--- config.mk ---
export PLATFORM = sky130hd
export DESIGN_NAME = key_link_rx
export DESIGN_NICKNAME = d
export VERILOG_FILES = /design/src/rtl/key_link_pkg.sv /design/src/rtl/key_link_bit_timer.sv /design/src/rtl/key_link_rx.sv
export SDC_FILE = /design/constraint.sdc
export NUM_CORES = 1
export LEC_CHECK = 0
export ABC_AREA = 1
export CAP_MARGIN = 5
export CORE_MARGIN = 4
export CORE_UTILIZATION = 35
export DETAILED_ROUTE_END_ITERATION = 7
export PLACE_DENSITY_LB_ADDON = 0.3
export RECOVER_POWER = 100
export SETUP_SLACK_MARGIN = 0.1
export SKIP_LAST_GASP = 1
export SLEW_MARGIN = 20
export SYNTH_ARGS = -nofsm -noshare
export SYNTH_HDL_FRONTEND = slang
export SYNTH_SLANG_ARGS = --single-unit
--- constraint.sdc ---
create_clock -name clk -period 1.55 [get_ports clk]
set_clock_uncertainty 0.2 [all_clocks]
set_input_delay 0.155 -clock clk [delete_from_list [all_inputs] [get_ports clk]]
set_output_delay 0.155 -clock clk [all_outputs]
set_load 0.02 [all_outputs]
--- src/rtl/key_link_pkg.sv ---
// Shared frame definition for the button-to-key serial link (sender and receiver).
// Frame: start(0), d0..d2 LSB first, even parity, stop(1).
package key_link_pkg;

    localparam int KEY_W                = 3;
    localparam int FRAME_DATA_BITS      = 3;
    localparam int DEFAULT_CLKS_PER_BIT = 5208;

    typedef enum logic [2:0] {
        IDLE,
        START,
        DATA,
        PARITY,
        STOP
    } rx_state_e;

    // Parity bit that makes d0^d1^d2^P equal to zero.
    function automatic logic even_parity(input logic [KEY_W-1:0] data);
        return ^data;
    endfunction

endpackage

--- src/rtl/key_link_bit_timer.sv ---
// Bit-period counter for the key link receiver.
// Flags half_tick at count CLKS_PER_BIT/2-1 and full_tick at CLKS_PER_BIT-1, then wraps.
module key_link_bit_timer
    import key_link_pkg::*;
#(
    parameter int CLKS_PER_BIT = DEFAULT_CLKS_PER_BIT
) (
    input  logic clk,
    input  logic rst,
    input  logic clear,
    output logic half_tick,
    output logic full_tick
);

    localparam int CNT_W = $clog2(CLKS_PER_BIT);
    localparam logic [CNT_W-1:0] HALF_CNT = CNT_W'(CLKS_PER_BIT / 2 - 1);
    localparam logic [CNT_W-1:0] FULL_CNT = CNT_W'(CLKS_PER_BIT - 1);

    logic [CNT_W-1:0] count;

    always_ff @(posedge clk) begin
        if (rst || clear) begin
            count <= '0;
        end else if (count == FULL_CNT) begin
            count <= '0;
        end else begin
            count <= count + CNT_W'(1);
        end
    end

    assign half_tick = (count == HALF_CNT);
    assign full_tick = (count == FULL_CNT);

endmodule

--- src/rtl/key_link_rx.sv ---
// Receive end of the button-to-key link: recovers 3-bit key codes from Rx frames.
// Optional RX_MAJORITY_VOTE_EN: every bit decided by 2-of-3 vote around mid-bit.
module key_link_rx
    import key_link_pkg::*;
#(
    parameter int CLKS_PER_BIT = DEFAULT_CLKS_PER_BIT
) (
    input  logic             clk,
    input  logic             rst,
    input  logic             Rx,
    output logic [KEY_W-1:0] key,
    output logic             key_valid,
    output logic             parity_err,
    output logic             frame_err,
    output logic             busy
);

    logic rx_meta;
    logic rs;
    logic level;
    logic level_prev;
    logic fall;

    always_ff @(posedge clk) begin
        if (rst) begin
            rx_meta    <= 1'b1;
            rs         <= 1'b1;
            level_prev <= 1'b1;
        end else begin
            rx_meta    <= Rx;
            rs         <= rx_meta;
            level_prev <= level;
        end
    end

`ifdef RX_MAJORITY_VOTE_EN
    // Vote over three consecutive rs samples; the decision lags rs by one cycle,
    // which shifts every sample point (start edge included) by one cycle.
    logic [1:0] rs_hist;

    always_ff @(posedge clk) begin
        if (rst) begin
            rs_hist <= 2'b11;
        end else begin
            rs_hist <= {rs_hist[0], rs};
        end
    end

    assign level = (rs_hist[1] & rs_hist[0]) | (rs_hist[1] & rs) | (rs_hist[0] & rs);
`else
    assign level = rs;
`endif

    assign fall = level_prev & ~level;

    rx_state_e        state;
    rx_state_e        state_next;
    logic [1:0]       bit_idx;
    logic [1:0]       bit_idx_next;
    logic [KEY_W-1:0] data;
    logic             par_bit;
    logic             timer_clear;
    logic             half_tick;
    logic             full_tick;
    logic             sample_data;
    logic             sample_parity;
    logic             set_valid;
    logic             set_perr;
    logic             set_ferr;

    key_link_bit_timer #(
        .CLKS_PER_BIT(CLKS_PER_BIT)
    ) u_bit_timer (
        .clk      (clk),
        .rst      (rst),
        .clear    (timer_clear),
        .half_tick(half_tick),
        .full_tick(full_tick)
    );

    always_comb begin
        state_next    = state;
        bit_idx_next  = bit_idx;
        timer_clear   = 1'b0;
        sample_data   = 1'b0;
        sample_parity = 1'b0;
        set_valid     = 1'b0;
        set_perr      = 1'b0;
        set_ferr      = 1'b0;

        case (state)
            IDLE: begin
                timer_clear = 1'b1;
                if (fall) begin
                    state_next = START;
                end
            end
            START: begin
                if (half_tick) begin
                    if (level) begin
                        state_next = IDLE;
                    end else begin
                        state_next   = DATA;
                        timer_clear  = 1'b1;
                        bit_idx_next = 2'd0;
                    end
                end
            end
            DATA: begin
                if (full_tick) begin
                    sample_data = 1'b1;
                    if (bit_idx == 2'(FRAME_DATA_BITS - 1)) begin
                        state_next = PARITY;
                    end else begin
                        bit_idx_next = bit_idx + 2'd1;
                    end
                end
            end
            PARITY: begin
                if (full_tick) begin
                    sample_parity = 1'b1;
                    state_next    = STOP;
                end
            end
            STOP: begin
                if (full_tick) begin
                    state_next = IDLE;
                    // A bad stop bit masks any parity problem in the same frame.
                    if (!level) begin
                        set_ferr = 1'b1;
                    end else if (even_parity(data) != par_bit) begin
                        set_perr = 1'b1;
                    end else begin
                        set_valid = 1'b1;
                    end
                end
            end
            default: begin
                state_next = IDLE;
            end
        endcase
    end

    always_ff @(posedge clk) begin
        if (rst) begin
            state      <= IDLE;
            bit_idx    <= 2'd0;
            data       <= '0;
            par_bit    <= 1'b0;
            key        <= '0;
            key_valid  <= 1'b0;
            parity_err <= 1'b0;
            frame_err  <= 1'b0;
        end else begin
            state   <= state_next;
            bit_idx <= bit_idx_next;
            if (sample_data) begin
                data[bit_idx] <= level;
            end
            if (sample_parity) begin
                par_bit <= level;
            end
            if (set_valid) begin
                key <= data;
            end
            key_valid  <= set_valid;
            parity_err <= set_perr;
            frame_err  <= set_ferr;
        end
    end

    assign busy = (state != IDLE);

endmodule

==> impl_metrics.csv <==
group,metric,value,unit
min_path,worstHoldPathCells,1,
power,peakVddDrop,973,uV
synthesis,postSynthAreaPerCell,7.03,um2
critical_path,crit_required,1.57,ns
final_layout,diodes,0,
route,drt-vias-per-instance,4.59,
synthesis,synth_cell_types,27,
synthesis,ys_ff_latch,31,
synthesis,ys_seq_area_frac,0.382,
final_layout,fill_cells,450,
timing,slew_violations,0,
synthesis,yosys_warnings,0,
critical_path,endpoint_kind,"register",
critical_path,reg2reg_depth,8,
synthesis,synthesis.instances,231,
final_layout,drive_gt1_frac,0.305,
placement,hpwlAfterDp,2450,um
floorplan,dieArea,0.00579,mm2
flow_run,drv_cap,0,
timing,setup_slack,0.0366,ns
synthesis,synth_area_leaders,"dfxtp_1 38%, nand2_1 14%, nor2_1 9.7%",
critical_path,crit_fanout,7,
critical_path,max_stage_delay,0.35,ns
global_route,antenna_found_initial,0,
timing,final.setup.tns,0,ns
route,antenna_left,0,
critical_path,crit_arrival,1.54,ns
timing,slew_headroom,0.722,
critical_path,start_kind,"register",
clock_tree,cts.sinks,31,
clock_tree,clk_latency,0.28,ns
floorplan,start_util,0.368,
critical_path,cp_slowest_cell,"dfxtp_2",
global_route,grt_pass1_vias,1389,
route,num_vias,1440,
clock_tree,cts-root-buf,"clkbuf_8",
critical_path,worst_path_most_repeated_cell,"nor2_4",
route,routed_wl,3400,um
route,drc,0,
critical_path,crit_chain,"ha_4, nand2_2, nor2_4, nand3_4, nor2_4, nand2_4, buf_4, nor2_4",
route,drt_pass1_iterations,4,
clock_tree,cts_tree,"done",
status,status,"completed",
timing,hold_viol_final,0,
placement,gp_congestion,0.836,
floorplan,die_x,76.1,um
placement,port_buffers,9,
critical_path,path_class,"reg -> reg",
route,wl_per_cell,10.8,um
synthesis,synth_top_area_frac,0.382,
timing,fmax,661,MHz
floorplan,row_count,24,
timing,setup_violations,0,
clock_tree,cts_buffers,5,
clock_tree,cts_buffer_depth,2,
timing,tightest_slew,0.414,ns
synthesis,netlist_area,0.00162,mm2
timing,hold_ws,0.210,ns
timing,min_period,1.51,ns
global_route,grt_pass1_wl,5950,um
final_layout,fin_nets,268,
floorplan,fp.dieH,76.1,um
clock_tree,cts.htree.levels,2,
power,leakagePower,0.898,nW
global_route,track_usage,0.123,
critical_path,crit_buf_inv,1,
min_path,min_path_type,"reg -> reg",
critical_path,path_depth,8,
route,drt_iter0_drc,69,
global_route,grt_overflow,0,
floorplan,core,0.00441,mm2
final_layout,areaGrowthSynthToFinish,28.8,%
power,cellPowerDensity,1200,mW/mm2
floorplan,ioPinCount,10,
clock_tree,clkTransAtPathRegs,0.06,ns
placement,place_ws,-0.00394,ns
synthesis,synthesis.nets,238,
timing,rsz0062_at_grt,"true",
timing,fin_crit_sh,0.976,
critical_path,critPathTopFamily,"simple AND/OR/NAND/NOR gates",
global_route,grt_max_degree,14,
synthesis,yosys.area.top_type,"dfxtp_1",
-- through the flow --
step	instances	util	total power [mW]	instance area (um2)
floorplan	231	-	1.48	1660
global placement	304	0.430	1.73	1900
global route	314	0.474	2.70	2090
detailed placement	304	0.430	1.74	1900
finish	314	0.474	2.50	2090
CTS	313	0.460	2.45	2030
-- cell families after synthesis --
logic type      count (synthesis)  share of synthesized area
simple gates                  137                      0.399
buf+inv                        37                     0.0902
flops                          31                      0.382
compound gates                 13                     0.0486
xor+xnor                        9                     0.0486
fa+ha+maj                       4                     0.0308
-- what timing repair did --
| item | in CTS | in global routing |
|---|---|---|
| buffers inserted | 1 | 1 |
| pin swaps | 6 | 6 |
| gates resized for setup | 18 | 29 |
| hold buffers | 0 | 0 |
| setup endpoints to repair | 31 | 28 |
| endpoints found under the hold margin | 0 | 0 |
-- metal layers --
metal | GRT usage | vias up | wire length [um]
met3 | 0.0378 | 9 | 109
met2 | 0.194 | 18 | 1530
met5 | 0 | - | 0
met1 | 0.154 | 645 | 1680
met4 | 0.0524 | 0 | 76
li1 | - | 768 | -
-- layout by cell type (no fill, tap or decap), drive strengths merged --
cell	instances
a21oi	8
ha	4
nand3b	1
buf	16
dlygate4sd3	1
dlygate4sd2	6
nor2	47
and3	1
dfxtp	31
nand2	62
clkdlybuf4s50	1
xor2	7
o31ai	1
nand4	4
xnor2	2
inv	35
or2	2
nor4	1
nand3	12
clkbuf	9
nor3	7
o21ai	4
-- flip-flops by register name, summed over array words and instances, names as in the netlist --
| signal | flops |
|---|---|
| par_bit | 1 |
| u_bit_timer.count | 13 |
| level_prev | 1 |
| bit_idx | 2 |
| rx_meta | 1 |
| frame_err | 1 |
| key_valid | 1 |
| key | 3 |
| state | 3 |
| parity_err | 1 |
| data | 3 |
| level | 1 |
-- final timing paths --
check                            endpoint                  from  slack, ns
worst max-delay path            key_valid  u_bit_timer.count[0]       0.04
worst min-delay path                level               rx_meta       0.21
worst max register to register  key_valid  u_bit_timer.count[0]       0.04
worst min register to register      level               rx_meta       0.21
-- power by group --
part	switching [mW]	internal [mW]	leakage, nW
Sequential	0.0403	0.860	0.255
Combinational	0.536	0.366	0.592
Clock	0.291	0.405	0.0515
Total	0.868	1.63	0.898
-- cell usage after synthesis, drive strengths merged --
cell type and count:
a21oi 8, and3 1, buf 2, dfxtp 31, ha 4, inv 35
nand2 62, nand3 12, nand3b 1, nand4 4, nor2 47, nor3 7
nor4 1, o21ai 4, o31ai 1, or2 2, xnor2 2, xor2 7
-- layout make-up --
type / instances / area [um2] / share of cell area
multi-input cells: 163 / 963 / 0.461
flip-flops and latches: 31 / 632 / 0.302
repair buffers: 25 / 196 / 0.0940
inverters: 35 / 134 / 0.0640
clock buffers: 8 / 100 / 0.0479
well taps: 52 / 65.1 / 0.0311
(Power assumes the default switching activity.)
